**src/rtl/hs_npu_mem_sequencer_if.sv**
```systemverilog
// Memory-side bus between hs_npu_mem_sequencer and hs_npu_memory_interface.
// The _i/_o suffixes are from the sequencer's point of view.
interface hs_npu_mem_sequencer_if #(
    parameter int BURST_SIZE = 2
);
    logic                      mem_ready_i;
    logic                      mem_valid_i;
    logic                      mem_read_ready_o;
    logic                      mem_write_valid_o;
    logic                      mem_invalidate_o;
    logic [31:0]               request_address_o;
    logic [32*BURST_SIZE-1:0]  memory_data_o;
    logic [32*BURST_SIZE-1:0]  memory_data_i;

    modport master (
        input  mem_ready_i, mem_valid_i, memory_data_i,
        output mem_read_ready_o, mem_write_valid_o, mem_invalidate_o,
        output request_address_o, memory_data_o
    );

    modport slave (
        output mem_ready_i, mem_valid_i, memory_data_i,
        input  mem_read_ready_o, mem_write_valid_o, mem_invalidate_o,
        input  request_address_o, memory_data_o
    );
endinterface

```
**src/rtl/hs_npu_mem_sequencer.sv**
```systemverilog
// Burst read/write job sequencer in front of hs_npu_memory_interface; one memory op in flight at a time.
// Optional HS_NPU_MEMSEQ_STATS_EN adds mem_stall_cycles_o (cycles spent in M_RD/M_WR, saturating).
module hs_npu_mem_sequencer #(
    parameter int BURST_SIZE = 2,
    parameter int CNT_W      = 16
) (
    input  logic                     clk,
    input  logic                     rst_n,
    input  logic                     rd_start_i,
    input  logic [31:0]              rd_base_i,
    input  logic [CNT_W-1:0]         rd_bursts_i,
    output logic [32*BURST_SIZE-1:0] rd_data_o,
    output logic                     rd_valid_o,
    input  logic                     rd_ready_i,
    output logic                     rd_busy_o,
    output logic                     rd_done_o,
    input  logic                     flush_i,
    input  logic                     wr_start_i,
    input  logic [31:0]              wr_base_i,
    input  logic [CNT_W-1:0]         wr_bursts_i,
    input  logic [32*BURST_SIZE-1:0] wr_data_i,
    input  logic                     wr_valid_i,
    output logic                     wr_ready_o,
    output logic                     wr_busy_o,
    output logic                     wr_done_o,
    hs_npu_mem_sequencer_if.master   mem
`ifdef HS_NPU_MEMSEQ_STATS_EN
    ,
    output logic [31:0]              mem_stall_cycles_o
`endif
);
    localparam int          DW        = 32 * BURST_SIZE;
    localparam logic [31:0] ADDR_STEP = 32'(4 * BURST_SIZE);

    typedef enum logic [1:0] {M_IDLE, M_SETUP, M_RD, M_WR} m_state_e;

    m_state_e          m_state_q, m_state_d;
    logic              op_wr_q, op_wr_d;
    logic [31:0]       req_addr_q, req_addr_d;
    logic [DW-1:0]     mem_data_q, mem_data_d;
    logic              rd_req_q, rd_req_d;
    logic              wr_req_q, wr_req_d;
    logic              rd_busy_q, rd_busy_d;
    logic [CNT_W-1:0]  rd_rem_q, rd_rem_d;
    logic [31:0]       rd_addr_q, rd_addr_d;
    logic [DW-1:0]     rd_data_q, rd_data_d;
    logic              rd_valid_q, rd_valid_d;
    logic              rd_done_q, rd_done_d;
    logic              flush_pend_q, flush_pend_d;
    logic              wr_busy_q, wr_busy_d;
    logic [CNT_W-1:0]  wr_rem_q, wr_rem_d;
    logic [31:0]       wr_addr_q, wr_addr_d;
    logic [DW-1:0]     hold_q, hold_d;
    logic              hold_full_q, hold_full_d;
    logic              wr_done_q, wr_done_d;
    logic              rd_hs;
    logic              rd_in_flight;

    assign rd_hs        = rd_valid_q & rd_ready_i;
    assign rd_in_flight = ((m_state_q == M_SETUP) || (m_state_q == M_RD)) && !op_wr_q;
    // Only accept as many bursts as the job still owes, so a zero-count job never writes.
    assign wr_ready_o   = wr_busy_q & ~hold_full_q & (wr_rem_q != '0);

    always_comb begin
        m_state_d    = m_state_q;
        op_wr_d      = op_wr_q;
        req_addr_d   = req_addr_q;
        mem_data_d   = mem_data_q;
        rd_req_d     = rd_req_q;
        wr_req_d     = wr_req_q;
        rd_busy_d    = rd_busy_q;
        rd_rem_d     = rd_rem_q;
        rd_addr_d    = rd_addr_q;
        rd_data_d    = rd_data_q;
        rd_valid_d   = rd_valid_q;
        flush_pend_d = flush_pend_q;
        wr_busy_d    = wr_busy_q;
        wr_rem_d     = wr_rem_q;
        wr_addr_d    = wr_addr_q;
        hold_d       = hold_q;
        hold_full_d  = hold_full_q;

        if (rd_start_i && !rd_busy_q) begin
            rd_busy_d = 1'b1;
            rd_rem_d  = rd_bursts_i;
            rd_addr_d = rd_base_i;
        end
        if (wr_start_i && !wr_busy_q) begin
            wr_busy_d = 1'b1;
            wr_rem_d  = wr_bursts_i;
            wr_addr_d = wr_base_i;
        end
        if (rd_hs) rd_valid_d = 1'b0;
        if (wr_valid_i && wr_ready_o) begin
            hold_d      = wr_data_i;
            hold_full_d = 1'b1;
        end
        if (flush_i && rd_busy_q) begin
            rd_rem_d   = '0;
            rd_valid_d = 1'b0;
            if (rd_in_flight) flush_pend_d = 1'b1;
        end

        case (m_state_q)
            M_IDLE: begin
                if (hold_full_q) begin
                    op_wr_d    = 1'b1;
                    req_addr_d = wr_addr_q;
                    mem_data_d = hold_q;
                    m_state_d  = M_SETUP;
                end else if (rd_rem_q != '0 && !rd_valid_q && !flush_i && !flush_pend_q) begin
                    op_wr_d    = 1'b0;
                    req_addr_d = rd_addr_q;
                    m_state_d  = M_SETUP;
                end
            end
            M_SETUP: begin
                if (op_wr_q) begin
                    wr_req_d  = 1'b1;
                    m_state_d = M_WR;
                end else begin
                    rd_req_d  = 1'b1;
                    m_state_d = M_RD;
                end
            end
            M_RD: begin
                if (mem.mem_valid_i) begin
                    rd_req_d     = 1'b0;
                    flush_pend_d = 1'b0;
                    m_state_d    = M_IDLE;
                    if (!flush_pend_q && !flush_i) begin
                        rd_data_d  = mem.memory_data_i;
                        rd_valid_d = 1'b1;
                        rd_addr_d  = rd_addr_q + ADDR_STEP;
                        rd_rem_d   = rd_rem_q - CNT_W'(1);
                    end
                end
            end
            M_WR: begin
                if (mem.mem_ready_i) begin
                    wr_req_d    = 1'b0;
                    hold_full_d = 1'b0;
                    wr_addr_d   = wr_addr_q + ADDR_STEP;
                    wr_rem_d    = wr_rem_q - CNT_W'(1);
                    m_state_d   = M_IDLE;
                end
            end
            default: m_state_d = M_IDLE;
        endcase

        // Done is judged on next-cycle state so the pulse lands one cycle after the final handshake.
        rd_done_d = rd_busy_q && (rd_rem_d == '0) && !rd_valid_d &&
                    !(((m_state_d == M_SETUP) || (m_state_d == M_RD)) && !op_wr_d);
        wr_done_d = wr_busy_q && (wr_rem_d == '0) && !hold_full_d &&
                    !(((m_state_d == M_SETUP) || (m_state_d == M_WR)) && op_wr_d);
        if (rd_done_d) rd_busy_d = 1'b0;
        if (wr_done_d) wr_busy_d = 1'b0;
    end

    always_ff @(posedge clk or negedge rst_n) begin
        if (!rst_n) begin
            m_state_q    <= M_IDLE;
            op_wr_q      <= 1'b0;
            req_addr_q   <= '0;
            mem_data_q   <= '0;
            rd_req_q     <= 1'b0;
            wr_req_q     <= 1'b0;
            rd_busy_q    <= 1'b0;
            rd_rem_q     <= '0;
            rd_addr_q    <= '0;
            rd_data_q    <= '0;
            rd_valid_q   <= 1'b0;
            rd_done_q    <= 1'b0;
            flush_pend_q <= 1'b0;
            wr_busy_q    <= 1'b0;
            wr_rem_q     <= '0;
            wr_addr_q    <= '0;
            hold_q       <= '0;
            hold_full_q  <= 1'b0;
            wr_done_q    <= 1'b0;
        end else begin
            m_state_q    <= m_state_d;
            op_wr_q      <= op_wr_d;
            req_addr_q   <= req_addr_d;
            mem_data_q   <= mem_data_d;
            rd_req_q     <= rd_req_d;
            wr_req_q     <= wr_req_d;
            rd_busy_q    <= rd_busy_d;
            rd_rem_q     <= rd_rem_d;
            rd_addr_q    <= rd_addr_d;
            rd_data_q    <= rd_data_d;
            rd_valid_q   <= rd_valid_d;
            rd_done_q    <= rd_done_d;
            flush_pend_q <= flush_pend_d;
            wr_busy_q    <= wr_busy_d;
            wr_rem_q     <= wr_rem_d;
            wr_addr_q    <= wr_addr_d;
            hold_q       <= hold_d;
            hold_full_q  <= hold_full_d;
            wr_done_q    <= wr_done_d;
        end
    end

`ifdef HS_NPU_MEMSEQ_STATS_EN
    logic [31:0] stall_q, stall_d;

    always_comb begin
        stall_d = stall_q;
        if ((rd_start_i || wr_start_i) && !rd_busy_q && !wr_busy_q) begin
            stall_d = '0;
        end else if (((m_state_q == M_RD) || (m_state_q == M_WR)) && (stall_q != 32'hFFFF_FFFF)) begin
            stall_d = stall_q + 32'd1;
        end
    end

    always_ff @(posedge clk or negedge rst_n) begin
        if (!rst_n) stall_q <= '0;
        else        stall_q <= stall_d;
    end

    assign mem_stall_cycles_o = stall_q;
`endif

    assign rd_data_o              = rd_data_q;
    assign rd_valid_o             = rd_valid_q;
    assign rd_busy_o              = rd_busy_q;
    assign rd_done_o              = rd_done_q;
    assign wr_busy_o              = wr_busy_q;
    assign wr_done_o              = wr_done_q;
    assign mem.mem_read_ready_o   = rd_req_q & ~mem.mem_valid_i;
    assign mem.mem_write_valid_o  = wr_req_q;
    assign mem.mem_invalidate_o   = 1'b0;
    assign mem.request_address_o  = req_addr_q;
    assign mem.memory_data_o      = mem_data_q;
endmodule

```
**src/flat_wrapper.sv**
```systemverilog
// flat-port wrapper written by rule: the top's interface ports become plain ports
module hs_npu_mem_sequencer_flat 
#(
    parameter int BURST_SIZE = 2,
    parameter int CNT_W      = 16
)
  (clk, rst_n, rd_start_i, rd_base_i, rd_bursts_i, rd_data_o, rd_valid_o, rd_ready_i, rd_busy_o, rd_done_o, flush_i, wr_start_i, wr_base_i, wr_bursts_i, wr_data_i, wr_valid_i, wr_ready_o, wr_busy_o, wr_done_o, mem_mem_ready_i, mem_mem_valid_i, mem_memory_data_i, mem_mem_read_ready_o, mem_mem_write_valid_o, mem_mem_invalidate_o, mem_request_address_o, mem_memory_data_o);
  hs_npu_mem_sequencer_if #(.BURST_SIZE(BURST_SIZE)) mem_i ();
  input  logic clk;
  input  logic rst_n;
  input  logic rd_start_i;
  input  logic [31:0] rd_base_i;
  input  logic [CNT_W-1:0] rd_bursts_i;
  output logic [32*BURST_SIZE-1:0] rd_data_o;
  output logic rd_valid_o;
  input  logic rd_ready_i;
  output logic rd_busy_o;
  output logic rd_done_o;
  input  logic flush_i;
  input  logic wr_start_i;
  input  logic [31:0] wr_base_i;
  input  logic [CNT_W-1:0] wr_bursts_i;
  input  logic [32*BURST_SIZE-1:0] wr_data_i;
  input  logic wr_valid_i;
  output logic wr_ready_o;
  output logic wr_busy_o;
  output logic wr_done_o;
  input wire logic [$bits(mem_i.mem_ready_i)-1:0] mem_mem_ready_i;
  input wire logic [$bits(mem_i.mem_valid_i)-1:0] mem_mem_valid_i;
  input wire logic [$bits(mem_i.memory_data_i)-1:0] mem_memory_data_i;
  output wire logic [$bits(mem_i.mem_read_ready_o)-1:0] mem_mem_read_ready_o;
  output wire logic [$bits(mem_i.mem_write_valid_o)-1:0] mem_mem_write_valid_o;
  output wire logic [$bits(mem_i.mem_invalidate_o)-1:0] mem_mem_invalidate_o;
  output wire logic [$bits(mem_i.request_address_o)-1:0] mem_request_address_o;
  output wire logic [$bits(mem_i.memory_data_o)-1:0] mem_memory_data_o;
  assign mem_i.mem_ready_i = mem_mem_ready_i;
  assign mem_i.mem_valid_i = mem_mem_valid_i;
  assign mem_i.memory_data_i = mem_memory_data_i;
  assign mem_mem_read_ready_o = mem_i.mem_read_ready_o;
  assign mem_mem_write_valid_o = mem_i.mem_write_valid_o;
  assign mem_mem_invalidate_o = mem_i.mem_invalidate_o;
  assign mem_request_address_o = mem_i.request_address_o;
  assign mem_memory_data_o = mem_i.memory_data_o;
  hs_npu_mem_sequencer #(.BURST_SIZE(BURST_SIZE), .CNT_W(CNT_W)) u_core (.clk(clk), .rst_n(rst_n), .rd_start_i(rd_start_i), .rd_base_i(rd_base_i), .rd_bursts_i(rd_bursts_i), .rd_data_o(rd_data_o), .rd_valid_o(rd_valid_o), .rd_ready_i(rd_ready_i), .rd_busy_o(rd_busy_o), .rd_done_o(rd_done_o), .flush_i(flush_i), .wr_start_i(wr_start_i), .wr_base_i(wr_base_i), .wr_bursts_i(wr_bursts_i), .wr_data_i(wr_data_i), .wr_valid_i(wr_valid_i), .wr_ready_o(wr_ready_o), .wr_busy_o(wr_busy_o), .wr_done_o(wr_done_o), .mem(mem_i));
endmodule
```
**config.mk**
```make
export PLATFORM = sky130hd
export DESIGN_NAME = hs_npu_mem_sequencer_flat
export DESIGN_NICKNAME = d
export VERILOG_FILES = /design/src/rtl/hs_npu_mem_sequencer_if.sv /design/src/rtl/hs_npu_mem_sequencer.sv /design/src/flat_wrapper.sv
export SDC_FILE = /design/constraint.sdc
export NUM_CORES = 1
export LEC_CHECK = 0
export CAP_MARGIN = 30
export CORE_ASPECT_RATIO = 0.75
export CORE_UTILIZATION = 49
export DETAILED_ROUTE_END_ITERATION = 7
export PLACE_DENSITY = 0.8
export SYNTH_ARGS = -nofsm -noshare
export SYNTH_HDL_FRONTEND = slang
export SYNTH_SLANG_ARGS = --single-unit
export TNS_END_PERCENT = 5
```
**constraint.sdc**
```tcl
create_clock -name clk -period 3.4 [get_ports clk]
set_input_delay 0.68 -clock clk [delete_from_list [all_inputs] [get_ports clk]]
set_output_delay 0.68 -clock clk [all_outputs]
set_load 0.05 [all_outputs]
```
==> impl_metrics.json, run 1 <==
{
  "postPlaceCellArea_sq_um": 19600,
  "slew_violations": 0,
  "htreeDepth": 2,
  "power.leakage_nw": 9.25,
  "core-area_sq_um": 29400,
  "synthCells": 1413,
  "synth_top_area_share": 0.562,
  "clock_latency_ps": 530,
  "drv_cap": 0,
  "routabilityCongestion": 0.922,
  "cts.sinks": 332,
  "numCtsBuffers": 34,
  "synth_top_family_by_area": "simple AND/OR/NAND/NOR gates",
  "use_met3": 0.0648,
  "endpoint_kind": "register",
  "setup_slack_ps": 167,
  "syn2layout_area_growth_pct": 40.6,
  "drive_gt1_frac": 0.149,
  "final_hold_viol_count": 0,
  "synth_compound_area_frac": 0.105,
  "final_cells": 2259,
  "via_per_inst": 5.63,
  "grt_max_degree": 89,
  "critPathKind": "register to register",
  "antenna_found_initial": 9,
  "pin_count": 402,
  "power.density_nw_per_um2": 1010,
  "slew_headroom": 0.386,
  "fmax_mhz": 309,
  "synthTopCellsByArea": "dfrtp_1, mux2_2, nand2_1, mux2i_1, nor2_1",
  "fillers": 2161,
  "final_common_cell": "clkdlybuf4s50_1",
  "cpLargestDelayFamily": "simple AND/OR/NAND/NOR gates",
  "worstPathArrival_ps": 3640,
  "muxShareOfSynthArea": 0.128,
  "firstDrtPassIters": 8,
  "setup_viol": 0,
  "status": "finished clean",
  "final_core_util": 0.707,
  "met1_usage": 0.390,
  "layout_common_cells": "clkdlybuf4s50_1, dfrtp_1, nand2_1",
  "hold_path.class": "input port to async pin",
  "cp-startpoint": "u_core.rd_rem_q[0]",
  "critical-path-max-stage-delay_ps": 510,
  "path_cells": "inv_1 -> ha_1 -> or4b_4 -> or4b_4 -> o21ai_4 -> o221ai_2 -> or3_1 -> or4_1 -> o32a_1",
  "synth.avg_cell_area_sq_um": 10.5,
  "initial_utilization": 0.503,
  "yosysTopAreaCell": "dfrtp_1",
  "ant_nets": 0,
  "crit_path_frequent_cell": "or4b_4",
  "worstMarginPinSlew_ps": 921,
  "period_needed_ps": 3230,
  "synth-simple-area-share": 0.171,
  "critPathSlowestCell": "or4b_4",
  "clk_pin_slew_ps": 60,
  "grt-busiest-layer": "met2",
  "r2r_start": "u_core.rd_rem_q[0]",
  "critPathLaunchType": "register",
  "track_usage": 0.281,
  "critPathMaxFanout": 6,
  "grt_pass1_wl_um": 69000,
  "met2_usage": 0.432,
  "cts_root_buf": "clkbuf_16",
  "synthFlopType": "dfrtp_1",
  "dpl_worst_slack_ps": -302,
  "wl_per_cell_um": 19.4,
  "dr_total_vias": 12700,
  "path_buf_inv": 1,
  "drtIter0Drc": 949,
  "wirelength_um": 43700,
  "layout.nets": 2078,
  "place_inst": 2192,
  "grt_pass1_vias": 12800,
  "fp.dieW_um": 203,
  "synth_xor_area_frac": 0.00178,
  "design_area_sq_um": 20800,
  "synth_edf_count": 0,
  "yosys_warnings": 0,
  "clock_skew_ps": 24.7,
  "fp.dieH_um": 152,
  "dp_hpwl_um": 31800,
  "ir_drop_v": 0.000746,
  "syn_area_sq_um": 14800,
  "ys_seq_elements": 332,
  "cts_tree": "yes",
  "overflow": 0,
  "fin_setup_tns_ps": 0,
  "synth_adder_area_share": 0.00762,
  "yosysUniqueCellTypes": 66,
  "cts_buffer_depth": 3,
  "crit_required_ps": 3810,
  "finalCritPeriodShare": 0.951,
  "rsz0062_at_grt": "no",
  "std_cell_rows": 54,
  "drc": 0,
  "ys_seq_area_frac": 0.562,
  "async_reset_ff_frac": 1.00,
  "fp.dieArea_sq_um": 30900,
  "portBuffers": 400,
  "syn_nets": 1655
}
where the power goes:
| part | internal [mW] | switching, mW |
|---|---|---|
| sequential | 5.70 | 1.27 |
| combinational | 3.91 | 6.12 |
| clock | 2.33 | 1.57 |
| total | 11.9 | 8.96 |
kinds of logic (layout without fill, tap and decap cells):
| family | after synthesis | count (layout) |
|---|---|---|
| flip-flops | 332 | 332 |
| AO/OA/AOI/OAI | 230 | 230 |
| adder cells (fa/ha/maj) | 9 | 9 |
| multiplexers | 173 | 173 |
| AND/OR/NAND/NOR | 570 | 570 |
| buffers and inverters | 95 | 540 |
| other | 1 | 10 |
| XOR/XNOR | 3 | 3 |
Yosys cell counts, types with 3 or more instances:
cell type,n
a311oi_1,14
nor2_1,110
clkbuf_1,61
nor2b_1,5
buf_1,11
a211o_1,4
nand2_1,305
o22ai_1,12
nand3_1,25
nor4_1,14
or3_1,10
or2_2,5
o221a_2,9
nor4b_1,4
a21oi_1,43
dfrtp_1,332
inv_1,20
o21ai_0,67
ha_1,9
mux2_2,130
or4_1,8
nor3_1,36
and3_1,13
a22oi_1,5
a221oi_1,3
a221o_1,4
o211ai_1,6
and4_1,5
o32ai_1,4
o21a_1,3
a21boi_0,3
a211oi_1,24
and2_1,7
mux2i_1,43
a31oi_1,6
nand4_1,9
nand2b_1,5
registers in the layout (all words and copies together) (netlist names):
register / count
u_core.hold_q: 64
u_core.mem.memory_data_o: 64
u_core.rd_done_o: 1
u_core.wr_rem_q: 16
u_core.rd_req_q: 1
u_core.rd_addr_q: 32
u_core.op_wr_q: 1
u_core.wr_addr_q: 32
u_core.mem.mem_write_valid_o: 1
u_core.m_state_q: 2
u_core.rd_data_o: 64
u_core.rd_busy_o: 1
u_core.wr_done_o: 1
u_core.flush_pend_q: 1
u_core.wr_busy_o: 1
u_core.rd_valid_o: 1
u_core.rd_rem_q: 16
u_core.mem.request_address_o: 32
u_core.hold_full_q: 1
path summary, 6_finish.rpt:
path	endpoint	slack (ps)	cells past startpoint
worst max-delay path	u_core.rd_busy_o	170	9
worst min-delay path	u_core.mem.memory_data_o[44]	180	1
worst max register to register	u_core.rd_busy_o	170	9
worst min register to register	u_core.rd_data_o[22]	470	2
max in group asynchronous	u_core.rd_rem_q[14]	2320	2
min in group clk	u_core.rd_data_o[22]	470	2
routing by layer:
layer / routed length (um) / vias to the layer above / share of wire
li1: - / 5841 / -
met5: 65 / - / 0.0015
met2: 20200 / 524 / 0.46
met3: 3390 / 102 / 0.078
met4: 1340 / 2 / 0.031
met1: 18800 / 6239 / 0.43
timing repair:
| item | 4_1_cts | 5_1_grt |
|---|---|---|
| setup endpoints to repair | 0 | 2 |
| resized for setup | 0 | 2 |
| setup buffers | 0 | 0 |
| hold buffers | 0 | 0 |
per-stage QoR:
step	total power, mW	hold slack [ps]
finish	20.9	181
CTS	21.0	193
global route	22.0	216
detailed placement	17.0	461
floorplan	13.3	384
global placement	16.7	456
area by class of cell:
class	instances	area, sq um	share of cell area
Antenna cell	9	22.5	0.00108
Clock buffer	49	1030	0.0495
Clock inverter	9	143	0.00686
Inverter	20	75.1	0.00361
Multi-Input combinational cell	986	6170	0.297
Sequential cell	332	8310	0.400
Tap cell	392	490	0.0236
Timing Repair Buffer	462	4550	0.219
Note: power is estimated with default switching activity, not from simulation.
==> inputs of run 2 (changes only) <==
GPL_ROUTABILITY_DRIVEN = 0   (was not set)
SKIP_CTS_REPAIR_TIMING = 1   (was not set)
==> run 2 against run 1 <==
Net effect:
- global-route usage fell by 0.56 points
- via count fell by 0.89%
- fmax fell by 1.3%
- sequential share of layout area did not move
- total power fell by 0.59%
- largest power group unchanged
==> impl_metrics.json, run 2 (synthesis gave the netlist of run 1 again) <==
{
  "status": "finished clean",
  "layout_common_cells": "clkdlybuf4s50_1, dfrtp_1, nand2_1",
  "r2r_start": "u_core.rd_rem_q[0]",
  "track_usage": 0.276,
  "hold_path.class": "input port to async pin",
  "finalCritPeriodShare": 0.964,
  "r2r.worst_path.cells": 9,
  "syn2layout_area_growth_pct": 40.6,
  "setup_viol": 0,
  "place_inst": 2184,
  "cts_tree": "yes",
  "setup_slack_ps": 123,
  "sw_frac_of_total": 0.428,
  "drtIter0Drc": 910,
  "dpl_worst_slack_ps": -332,
  "ir_drop_v": 0.000701,
  "std_cell_rows": 54,
  "firstDrtPassIters": 7,
  "clock_power_share": 0.187,
  "crit_required_ps": 3800,
  "fp.dieW_um": 203,
  "cts.sinks": 332,
  "r2r_end": "u_core.rd_busy_o",
  "drive_gt1_frac": 0.147,
  "clock_latency_ps": 520,
  "cts_buffer_depth": 3,
  "cp-startpoint": "u_core.rd_rem_q[0]",
  "htreeDepth": 2,
  "worstPathArrival_ps": 3680,
  "layout.nets": 2076,
  "via_per_inst": 5.58,
  "portBuffers": 400,
  "critPathKind": "register to register",
  "endpoint_kind": "register",
  "dr_total_vias": 12600,
  "reg2reg_slack_ps": 120,
  "overflow": 0,
  "final_core_util": 0.707,
  "power.leakage_nw": 9.24,
  "period_needed_ps": 3280,
  "grt_max_degree": 106,
  "p_switching_mw": 8.90,
  "fp.dieArea_sq_um": 30900,
  "postPlaceCellArea_sq_um": 19500,
  "clk_pin_slew_ps": 60,
  "final_cells": 2257,
  "slew_headroom": 0.373,
  "final_common_cell": "clkdlybuf4s50_1",
  "pin_count": 402,
  "critPathLaunchType": "register",
  "numCtsBuffers": 36,
  "ant_nets": 0,
  "initial_utilization": 0.503,
  "clock_skew_ps": 7.11,
  "core-area_sq_um": 29400,
  "power.density_nw_per_um2": 1000,
  "p_comb_frac": 0.477,
  "final_hold_viol_count": 0,
  "design_area_sq_um": 20800,
  "slew_violations": 0,
  "fillers": 2159,
  "rsz0062_at_grt": "no",
  "hold_slack_ps": 239,
  "wirelength_um": 42700,
  "crit_path_end": "u_core.rd_busy_o",
  "grt_pass1_vias": 12700,
  "wl_per_cell_um": 18.9,
  "p_int_mw": 11.9,
  "fmax_mhz": 305,
  "p_seq_frac": 0.336,
  "drv_cap": 0,
  "antenna_found_initial": 9,
  "drc": 0,
  "grt_pass1_wl_um": 68100,
  "worstMarginPinSlew_ps": 940,
  "cts_root_buf": "clkbuf_16",
  "critPathMaxFanout": 6,
  "fp.dieH_um": 152,
  "dp_hpwl_um": 30900
}
==> run 2: metal layers <==
| layer | global-route usage | part of all wire | vias to the layer above |
|---|---|---|---|
| met2 | 0.428 | 0.47 | 490 |
| met4 | 0.0938 | 0.027 | 4 |
| met5 | 0 | 0.00054 | - |
| met1 | 0.380 | 0.43 | 6183 |
| li1 | - | - | 5835 |
| met3 | 0.0674 | 0.078 | 83 |
==> run 2: worst min path at each step <==
stage	to	slack [ps]
2_1_floorplan	u_core.flush_pend_q	380
3_3_place_gp	u_core.rd_data_o[58]	460
3_5_place_dp	u_core.rd_data_o[37]	460
4_1_cts	u_core.mem.memory_data_o[52]	260
5_1_grt	u_core.mem.memory_data_o[44]	290
6_report	u_core.mem.memory_data_o[52]	240
==> run 2: metrics by stage <==
step,total power [mW],TNS (ps)
CTS,20.8,0
detailed placement,16.9,-645
global route,21.8,0
global placement,16.5,-299
finish,20.8,0
floorplan,13.3,0
==> run 2: power groups by stage <==
stage | logic (mW) | clock network, mW | registers (mW)
after detailed placement | 9.85 | 0 | 7.00
after global routing | 10.5 | 4.13 | 7.21
final | 9.91 | 3.89 | 6.99
after global placement | 9.65 | 0 | 6.89
after CTS | 9.88 | 3.98 | 6.97
after floorplan | 3.57 | 0 | 9.77
==> run 2: critical path, stage by stage (launching register included) <==
cell and delay [ps]:
dfrtp_1 430, inv_1 100, ha_1 170, or4b_4 490, or4b_4 510, o21ai_4 230
o221ai_2 130, or3_1 320, or4_1 430, o32a_1 350
==> run 2: cell type report <==
class / instances / area, sq um / share of cell area
clock inverters: 12 / 130 / 0.00626
flip-flops and latches: 332 / 8310 / 0.400
well taps: 392 / 490 / 0.0236
inverters: 20 / 75.1 / 0.00361
multi-input cells: 986 / 6160 / 0.296
diodes: 7 / 17.5 / 0.000843
repair buffers: 458 / 4550 / 0.219
clock buffers: 50 / 1040 / 0.0503
